### config.mk
export PLATFORM = sky130hd
export DESIGN_NAME = bus_endpoint_fifo
export DESIGN_NICKNAME = d
export VERILOG_FILES = /design/src/rtl/bus_pkg.sv /design/src/rtl/sync_fifo_fwft.sv /design/src/rtl/bus_endpoint_fifo.sv
export SDC_FILE = /design/constraint.sdc
export NUM_CORES = 1
export LEC_CHECK = 0
export ABC_AREA = 1
export BUFFER_PORTS_ARGS = -buffer_cell sky130_fd_sc_hd__buf_2
export CORE_ASPECT_RATIO = 0.5
export CORE_MARGIN = 5
export CORE_UTILIZATION = 35
export CTS_CLUSTER_SIZE = 14
export DETAILED_ROUTE_END_ITERATION = 10
export RECOVER_POWER = 25
export SETUP_SLACK_MARGIN = 0.4
export SYNTH_ARGS = -nofsm -noshare
export SYNTH_HDL_FRONTEND = slang
export SYNTH_SLANG_ARGS = --single-unit
### constraint.sdc
create_clock -name clk -period 2.8 [get_ports clk]
set_input_delay 0.14 -clock clk [delete_from_list [all_inputs] [get_ports clk]]
set_output_delay 0.14 -clock clk [all_outputs]
set_load 0.01 [all_outputs]
### src/rtl/bus_pkg.sv
// bus_pkg: shared constants and helpers for the bus endpoint FIFO slice.
// Optional feature macro used by this slice: BUS_ENDPOINT_STATS_EN.
`default_nettype none

package bus_pkg;

  localparam int ID_W  = 8;
  localparam int MAX_W = 64;

  localparam logic [ID_W-1:0] BROADCAST_ID = 8'hFF;

  localparam int ERR_WR_FULL   = 0;
  localparam int ERR_POP_EMPTY = 1;
  localparam int ERR_RX_OVF    = 2;

  // Caller zero-extends the packet to MAX_W and passes its real width.
  function automatic logic [ID_W-1:0] pkt_dest(input logic [MAX_W-1:0] pkt,
                                               input int unsigned     w);
    return ID_W'(pkt >> (w - ID_W));
  endfunction

endpackage

`default_nettype wire

### src/rtl/sync_fifo_fwft.sv
// sync_fifo_fwft: count-based synchronous FIFO with show-ahead read data.
// Reports rejected writes (full) and rejected reads (empty) for one cycle.
`default_nettype none

module sync_fifo_fwft #(
  parameter int width = 16,
  parameter int DEPTH = 16
) (
  input  logic             clk,
  input  logic             reset,
  input  logic             wr,
  input  logic [width-1:0] wdata,
  input  logic             rd,
  output logic [width-1:0] rdata,
  output logic             full,
  output logic             empty,
  output logic             wr_rej,
  output logic             rd_rej
);

  localparam int AW = $clog2(DEPTH);
  localparam int CW = AW + 1;
  localparam logic [CW-1:0] FULL_CNT = CW'(DEPTH);

  logic [width-1:0] mem_q [DEPTH];
  logic [AW-1:0]    wr_ptr_q, wr_ptr_d;
  logic [AW-1:0]    rd_ptr_q, rd_ptr_d;
  logic [CW-1:0]    count_q, count_d;
  logic             wr_en, rd_en;

  assign full   = (count_q == FULL_CNT);
  assign empty  = (count_q == '0);
  // A full FIFO refuses writes even when a read frees a slot in the same cycle.
  assign wr_en  = wr && !full;
  assign rd_en  = rd && !empty;
  assign wr_rej = wr && full;
  assign rd_rej = rd && empty;
  assign rdata  = empty ? '0 : mem_q[rd_ptr_q];

  always_comb begin
    wr_ptr_d = wr_ptr_q;
    rd_ptr_d = rd_ptr_q;
    count_d  = count_q;
    if (wr_en) wr_ptr_d = wr_ptr_q + 1'b1;
    if (rd_en) rd_ptr_d = rd_ptr_q + 1'b1;
    if (wr_en && !rd_en) count_d = count_q + 1'b1;
    else if (!wr_en && rd_en) count_d = count_q - 1'b1;
  end

  always_ff @(posedge clk or negedge reset) begin
    if (!reset) begin
      wr_ptr_q <= '0;
      rd_ptr_q <= '0;
      count_q  <= '0;
    end else begin
      wr_ptr_q <= wr_ptr_d;
      rd_ptr_q <= rd_ptr_d;
      count_q  <= count_d;
    end
  end

  always_ff @(posedge clk) begin
    if (wr_en) mem_q[wr_ptr_q] <= wdata;
  end

endmodule

`default_nettype wire

### src/rtl/bus_endpoint_fifo.sv
// bus_endpoint_fifo: bus-side TX/RX FIFO endpoint with destination-ID filter.
// Define BUS_ENDPOINT_STATS_EN to add rx_drop_cnt / tx_sent_cnt outputs.
`default_nettype none

module bus_endpoint_fifo
  import bus_pkg::*;
#(
  parameter int          width = 16,
  parameter int          DEPTH = 16,
  parameter logic [7:0]  MY_ID = 8'd0
) (
  input  logic             clk,
  input  logic             reset,
  input  logic             host_wr,
  input  logic [width-1:0] host_wdata,
  output logic             host_full,
  input  logic             host_rd,
  output logic [width-1:0] host_rdata,
  output logic             host_empty,
  output logic             pndng,
  output logic [width-1:0] D_pop,
  input  logic             pop,
  input  logic             push,
  input  logic [width-1:0] D_push,
`ifdef BUS_ENDPOINT_STATS_EN
  output logic [15:0]      rx_drop_cnt,
  output logic [15:0]      tx_sent_cnt,
`endif
  output logic [2:0]       err_flags
);

  logic tx_empty, tx_wr_rej, tx_rd_rej;
  logic rx_wr_rej, rx_rd_rej_unused;
  logic id_match, rx_wr;
  logic [2:0] err_q, err_d;

  assign id_match = (pkt_dest(MAX_W'(D_push), width) == MY_ID) ||
                    (pkt_dest(MAX_W'(D_push), width) == BROADCAST_ID);
  assign rx_wr    = push && id_match;
  assign pndng    = !tx_empty;

  sync_fifo_fwft #(.width(width), .DEPTH(DEPTH)) u_tx (
    .clk    (clk),
    .reset  (reset),
    .wr     (host_wr),
    .wdata  (host_wdata),
    .rd     (pop),
    .rdata  (D_pop),
    .full   (host_full),
    .empty  (tx_empty),
    .wr_rej (tx_wr_rej),
    .rd_rej (tx_rd_rej)
  );

  // Host reads of an empty RX FIFO are deliberately not flagged.
  sync_fifo_fwft #(.width(width), .DEPTH(DEPTH)) u_rx (
    .clk    (clk),
    .reset  (reset),
    .wr     (rx_wr),
    .wdata  (D_push),
    .rd     (host_rd),
    .rdata  (host_rdata),
    .full   (),
    .empty  (host_empty),
    .wr_rej (rx_wr_rej),
    .rd_rej (rx_rd_rej_unused)
  );

  always_comb begin
    err_d = err_q;
    err_d[ERR_WR_FULL]   = err_q[ERR_WR_FULL]   | tx_wr_rej;
    err_d[ERR_POP_EMPTY] = err_q[ERR_POP_EMPTY] | tx_rd_rej;
    err_d[ERR_RX_OVF]    = err_q[ERR_RX_OVF]    | rx_wr_rej;
  end

  always_ff @(posedge clk or negedge reset) begin
    if (!reset) err_q <= '0;
    else        err_q <= err_d;
  end

  assign err_flags = err_q;

`ifdef BUS_ENDPOINT_STATS_EN
  logic [15:0] drop_q, drop_d, sent_q, sent_d;

  always_comb begin
    drop_d = drop_q;
    sent_d = sent_q;
    if (((push && !id_match) || rx_wr_rej) && (drop_q != 16'hFFFF))
      drop_d = drop_q + 16'd1;
    if (pop && !tx_empty && (sent_q != 16'hFFFF))
      sent_d = sent_q + 16'd1;
  end

  always_ff @(posedge clk or negedge reset) begin
    if (!reset) begin
      drop_q <= '0;
      sent_q <= '0;
    end else begin
      drop_q <= drop_d;
      sent_q <= sent_d;
    end
  end

  assign rx_drop_cnt = drop_q;
  assign tx_sent_cnt = sent_q;
`endif

endmodule

`default_nettype wire

==> summary.txt, run 1 <==
GRT
  – All-Layer GR Usage: 16.71%
  – First-pass GRT wire length: 90000 um
  – Vias in the first global route: 14780
  – Largest net degree at the start of global routing: 52
  – Initial antenna violation count: 0
  – Overflow after GRT: 0

Die
  – Ports: 76
  – Row count: 65
  – DIE WIDTH: 367.7 um
  – Die Height: 188.9 um
  – Core area: 63190 um2
  – Die area: 69450 um2
  – Starting Density: 35.44%

Clocking
  – Clk Latency, worst-skew pair: 580 ps
  – Clock buffer depth: 3
  – H-tree depth: 2
  – Clock sink total: 541
  – CTS tree: built
  – Clock root buffer: clkbuf_16
  – Total CTS buffers: 48
  – Clk pin slew, worst setup/hold paths: 70 ps

Setup path
  – Most frequent CP cell: nand2_1
  – WP data arrival: 2320 ps
  – Type of origin of the critical path: flip-flop
  – Crit-path cells: buf_12 > inv_16 > buf_4 > nand2_1 > nand3_1 > nand3_1 > nand2_1 > nand2_1 > a21oi_2 > buf_2
  – Crit. End Element: primary output
  – Slowest CP cell: dfrtp_4
  – CP max stage delay: 570 ps
  – Path type of the worst setup path: reg -> out
  – CP Max Fanout: 8
  – Required time worst endpoint: 2660 ps

STA
  – Final Hold Fails: 0
  – Fin. max-slew vios: 0
  – Minimum clock period: 2460 ps
  – FMAX: 406.5 MHz
  – Final setup fails: 0
  – Crit share post-route: 87.87%
  – RSZ-0062 raised after global routing: true
  – Final Skew: 21.98 ps
  – Min Hold Slack: 159.0 ps
  – Worst setup margin: 339.7 ps
  – Max-slew headroom: 27.38%
  – Setup TNS: 0 ps
  – Worst Max-Slew Pin Slew: 1088 ps

Routing
  – Vias/cell: 5.185
  – Final antenna-violating net count: 0
  – Pre-antenna DRT Iters: 5
  – DRC violations left: 0
  – Via count: 15620
  – Routed wire length: 64110 um
  – Iter 0 DRT Violations: 1587
  – Avg WL per Cell: 21.28 um

Power and ir drop
  – P_int: 18190 uW
  – Sw frac: 38.07%
  – Worst vdd ir: 0.4939 mV
  – Sequential fraction of design power: 33.2%
  – Clk pwr share: 21.9%
  – LEAKAGE: 0.01047 uW
  – Sw Pwr: 11180 uW
  – Tot Pwr: 29370 uW
  – PD cells: 1047 nW/um2
  – Comb pwr share: 44.9%

Yosys
  – Yosys reg bits: 541
  – Cell variety after synth: 25
  – Cell Area, Synth: 22400 um2
  – Area leader, netlist: edfxtp_1
  – Ys Warns: 0
  – Main flop type after synthesis: edfxtp_1
  – Mapped Cells: 1934
  – Mapped Avg Cell Area: 11.58 um2
  – Syn Nets: 1992
  – Most frequent cell after synthesis: nand2_1
  – Sequential area share after synthesis: 71.89%
  – Synth top cells by count: nand2_1, edfxtp_1, nand3_1, buf_2, nor2_1
  – Share of the synthesized area in the top cell type: 68.65%
  – Asr flop ratio synth: 5.360%
  – Area contributors post-synth: edfxtp_1, nand2_1, nand3_1
  – EDFF count, synth: 512

Placed design
  – Port-buffer cells: 75
  – Detailed placement HPWL: 31910 um
  – Pre-CTS setup slack: 289.7 ps
  – RD Place Congestion: 0.8017
  – Cell count after placement: 2822

Finish
  – Antenna diode count: 0
  – Ratio of cells with drive above 1 in the final layout: 20.87%
  – Final Non-Filler Cells: 3012
  – Fillers: 5647
  – Synth-to-Final Area Change: 25.23%
  – Nets: 2200

Hold path
  – Worst Hold Class: in -> async

Status
  – Outcome: finished, final reports clean

Flow run
  – Number of max-cap violations: 0
## routing by layer
| layer | part of all wire, % | wire (um) | track usage (%) | up-vias |
|---|---|---|---|---|
| met5 | 0 | 0 | 0 | - |
| met4 | 2.4 | 1526 | 4.507 | 0 |
| met3 | 8.0 | 5118 | 2.907 | 115 |
| met2 | 47 | 30240 | 27.63 | 685 |
| met1 | 42 | 27230 | 23.00 | 7662 |
| li1 | - | - | - | 7156 |
## flip-flops by register name, summed over array words and instances (netlist names)
register,flops
err_flags,3
u_rx.count_q,5
u_tx.wr_ptr_q,4
u_tx.count_q,5
u_tx.rd_ptr_q,4
u_rx.wr_ptr_q,4
u_rx.rd_ptr_q,4
u_rx.mem_q,256
u_tx.mem_q,256
## placed cells by master (no fill, tap or decap), types with 4 or more instances in the layout
cell | netlist | final
buf_4 | 33 | 82
buf_6 | 0 | 16
dfrtp_1 | 29 | 23
buf_2 | 53 | 45
nand2_1 | 708 | 664
a21oi_2 | 0 | 22
nor2_1 | 47 | 16
buf_16 | 0 | 20
xor2_1 | 14 | 14
clkbuf_1 | 13 | 39
o21ai_0 | 6 | 6
dlygate4sd3_1 | 0 | 37
nor2_2 | 2 | 33
nand2_4 | 0 | 7
nand4_1 | 6 | 6
inv_6 | 0 | 5
clkinv_2 | 0 | 4
inv_1 | 26 | 21
nand3_1 | 400 | 348
ha_1 | 18 | 16
nand3_2 | 0 | 52
buf_12 | 0 | 15
dfrtp_2 | 0 | 4
nand2_2 | 3 | 40
clkbuf_8 | 0 | 4
edfxtp_1 | 512 | 512
clkbuf_16 | 0 | 73
a21oi_1 | 36 | 7
clkinv_1 | 2 | 4
inv_2 | 3 | 5
a21oi_4 | 0 | 7
## area by class of cell
class	count	area, um2	area share (%)
Multi-Input combinational cell	1253	6254	22.30
Sequential cell	541	16110	57.45
Inverter	31	151.4	0.5398
Tap cell	837	1047	3.734
Clock buffer	71	1349	4.809
Timing Repair Buffer	265	2982	10.63
Clock inverter	12	121.4	0.4327
Timing Repair inverter	2	28.78	0.1026
## logic make-up (layout without fill, tap and decap cells)
family | Yosys count | after routing | synth area share [%]
xor gates and xnor gates | 17 | 17 | 0.6649
adders and majority gates | 20 | 20 | 1.184
DFF | 541 | 541 | 71.89
AOI/OAI and AO/OA | 45 | 45 | 1.039
and+or+nand+nor | 1171 | 1171 | 22.02
buffers and inverters | 140 | 381 | 3.196
## stage by stage
stage          util [%]  cell area [um2]
2_1_floorplan         -            22400
3_3_place_gp      38.11            24080
3_5_place_dp      38.11            24080
4_1_cts           42.26            26710
5_1_grt           44.38            28050
6_report          44.38            28050
## power by group through the flow
stage                     Clock, uW  Combinational, uW  Sequential, uW
final                          6430              13200            9750
after global routing           6880              14100            9800
after CTS                      6530              10800            9720
after detailed placement          0               9130            9870
after global placement            0               9040            9860
after floorplan                   0               6170            9750
## path summary, 6_finish.rpt
| path | startpoint | to | slack (ps) | cells past startpoint |
|---|---|---|---|---|
| worst max-delay path | u_rx.rd_ptr_q[0] | host_rdata[8] | 340 | 10 |
| worst min-delay path | reset | err_flags[1] | 160 | 2 |
| worst max register to register | u_tx.count_q[1] | u_tx.count_q[4] | 510 | 15 |
| worst min register to register | err_flags[1] | err_flags[1] | 460 | 1 |
| max in group asynchronous | reset | u_rx.rd_ptr_q[0] | 2080 | 2 |
| min in group clk | D_push[9] | err_flags[2] | 230 | 7 |
## critical path, delay by kind of cell (launching register included)
family	cells	cell delay, ps
flip-flops	1	570
AO/OA/AOI/OAI	1	230
buffers and inverters	4	580
AND/OR/NAND/NOR	5	350
## what timing repair did
| action | 4_1_cts | 5_1_grt |
|---|---|---|
| cloned | 16 | 29 |
| gates resized for setup | 59 | 158 |
| hold buffers | 37 | 0 |
| setup buffers | 14 | 11 |
| endpoints found under the hold margin | 542 | 0 |
| setup endpoints to repair | 34 | 52 |
| pin swaps | 6 | 57 |
No activity file was read; power rests on OpenSTA's default activity.
==> run 2: changes to the inputs <==
--- a/config.mk
+++ b/config.mk
@@ -9,9 +9,10 @@
 export BUFFER_PORTS_ARGS = -buffer_cell sky130_fd_sc_hd__buf_2
 export CORE_ASPECT_RATIO = 0.5
 export CORE_MARGIN = 5
-export CORE_UTILIZATION = 35
+export CORE_UTILIZATION = 56
 export CTS_CLUSTER_SIZE = 14
 export DETAILED_ROUTE_END_ITERATION = 10
+export PLACE_DENSITY = 0.76
 export RECOVER_POWER = 25
 export SETUP_SLACK_MARGIN = 0.4
 export SYNTH_ARGS = -nofsm -noshare
==> constraint.sdc (replaced) <==
create_clock -name clk -period 2.19 [get_ports clk]
set_input_delay 0.1095 -clock clk [delete_from_list [all_inputs] [get_ports clk]]
set_output_delay 0.1095 -clock clk [all_outputs]
set_load 0.01 [all_outputs]
==> summary.txt, run 2 (same netlist as run 1, synthesis figures left out) <==
Finish
  – Ratio of cells with drive above 1 in the final layout: 33.26%
  – Commonest cells after routing, fill and taps aside: nand2_1, edfxtp_1, nand3_1
  – Fillers: 2040
  – Area taken by multi-input logic gates: 7296 um2
  – Register area: 16110 um2
  – Commonest non-fill, non-tap cell in the layout: nand2_1
  – Nets: 2280
  – Biggest regs: u_rx.mem_q (256), u_tx.mem_q (256)
  – Finished Cell Area: 30030 um2
  – Synth-to-Final Area Change: 34.11%

GRT
  – Initial antenna violation count: 0
  – All-Layer GR Usage: 28.23%
  – First-pass GRT wire length: 95500 um
  – Largest net degree at the start of global routing: 67
  – Vias in the first global route: 16670
  – Overflow after GRT: 0

Clocking
  – Clock sink total: 541
  – Clock buffer depth: 3
  – Clk pin slew, worst setup/hold paths: 70 ps
  – Clk Latency, worst-skew pair: 590 ps
  – Total CTS buffers: 47
  – H-tree depth: 2
  – Clock root buffer: clkbuf_16
  – CTS tree: built

Status
  – Failing checks: negative setup slack
  – Outcome: finished, violations left

Die
  – DIE WIDTH: 292.8 um
  – Starting Density: 57.16%
  – Row count: 51
  – Core area: 39180 um2
  – Die area: 44330 um2
  – Die Height: 151.4 um
  – Ports: 76

STA
  – Worst Max-Slew Pin Slew: 792.8 ps
  – Crit share post-route: 120.2%
  – Final Hold Fails: 0
  – Worst setup margin: -441.3 ps
  – Minimum clock period: 2631 ps
  – FMAX: 380.0 MHz
  – Max-slew headroom: 47.15%
  – Fin. max-slew vios: 0
  – Final Skew: 25.00 ps
  – Final setup fails: 34
  – RSZ-0062 raised after global routing: true
  – Min Hold Slack: 146.4 ps

Setup path
  – Slowest CP cell: dfrtp_4
  – Top delay family on crit path: buffers and inverters
  – Crit-path cells: clkinv_8 > buf_12 > clkbuf_16 > nand2_1 > nand3_1 > nand3_1 > nand2_1 > nand2_1 > a21oi_2 > buf_2
  – Buf+Inv Stages, Crit Path: 4
  – Crit. End Element: primary output
  – Type of origin of the critical path: flip-flop
  – Most frequent CP cell: nand2_1
  – CP Max Fanout: 8
  – WP data arrival: 2520 ps
  – Required time worst endpoint: 2080 ps
  – CP max stage delay: 550 ps
  – Path type of the worst setup path: reg -> out

Routing
  – Vias/cell: 6.437
  – Routed wire length: 73490 um
  – Iter 0 DRT Violations: 2782
  – Avg WL per Cell: 26.43 um
  – DRC violations left: 0
  – Pre-antenna DRT Iters: 6
  – Final antenna-violating net count: 0
  – Via count: 17900

Power and ir drop
  – Worst vdd ir: 0.7827 mV
  – Tot Pwr: 41520 uW
  – LEAKAGE: 0.01139 uW
  – Clk pwr share: 19.1%
  – Sequential fraction of design power: 29.9%
  – PD cells: 1382 nW/um2
  – Sw frac: 39.73%
  – P_int: 25020 uW
  – Comb pwr share: 51.0%
  – Sw Pwr: 16500 uW

Placed design
  – RD Place Congestion: 0.8293
  – Port-buffer cells: 75
  – Area after DPL: 24200 um2
  – Detailed placement HPWL: 30240 um

Flow run
  – Number of max-cap violations: 0

Hold path
  – Worst Hold Class: in -> async
run 2: cell count changes in the layout (fill, tap and decap cells not counted), moves of 6 or more:
cell / change
buf_8: +10
buf_16: +16
nand2_1: -101
buf_6: +31
nand3_1: -98
nor2_2: -9
buf_12: +36
nor2_4: +13
nand2_2: +84
nand3_2: +93
clkbuf_16: -8
a21oi_2: +9
nand2_4: +15
a21oi_4: -6
run 2: cell type report:
cell class              count  share of cell area [%]
flip-flops and latches    541                   53.65
multi-input cells        1254                   24.29
repair buffers            347                   14.74
clock buffers              63                   4.187
well taps                 530                   2.208
inverters                  31                  0.5666
clock inverters            13                  0.3458
diodes                      2                 0.01666
run 2: final timing paths:
path	from	end	slack (ps)	depth (start not counted)
hold / removal	reset	u_tx.count_q[3]	150	2
min in group clk	D_push[13]	err_flags[2]	310	7
setup reg to reg	u_tx.count_q[3]	u_tx.count_q[4]	-110	16
setup / recovery	u_tx.rd_ptr_q[0]	D_pop[15]	-440	10
max in group asynchronous	reset	u_rx.rd_ptr_q[0]	1450	2
hold reg to reg	err_flags[1]	err_flags[1]	470	1
run 2: timing repair:
action                                  CTS  global route
setup buffers                            53            29
endpoints found under the setup margin  241           420
gates cloned                             32            20
hold buffers                             36             0
pin swaps                                70           170
resized for setup                       225           297
endpoints found under the hold margin   516             0
run 2: power by group through the flow:
stage | clock (uW) | combinational [uW] | sequential, uW
after CTS | 7770 | 16700 | 12400
after global placement | 0 | 12000 | 12500
final | 7940 | 21200 | 12400
after global routing | 8390 | 22100 | 12400
after detailed placement | 0 | 12200 | 12500
after floorplan | 0 | 8080 | 12500
run 2: per-layer routing:
layer / up-vias / GRT usage, % / part of all wire, %
li1: 7346 / - / -
met1: 8621 / 35.96 / 33
met2: 1527 / 48.07 / 48
met3: 407 / 5.700 / 12
met4: 0 / 12.20 / 6.6
met5: - / 0 / 0
run 2: per-stage QoR:
stage               util [%]  std cells  setup WS (ps)  setup TNS (ps)
CTS                    71.91       2730         -165.0           -4026
global placement       61.76       2533          64.48               0
global route           76.64       2779         -432.7           -9280
detailed placement     61.76       2533          37.56               0
finish                 76.66       2781         -441.3           -7571
floorplan                  -       1934          88.58               0
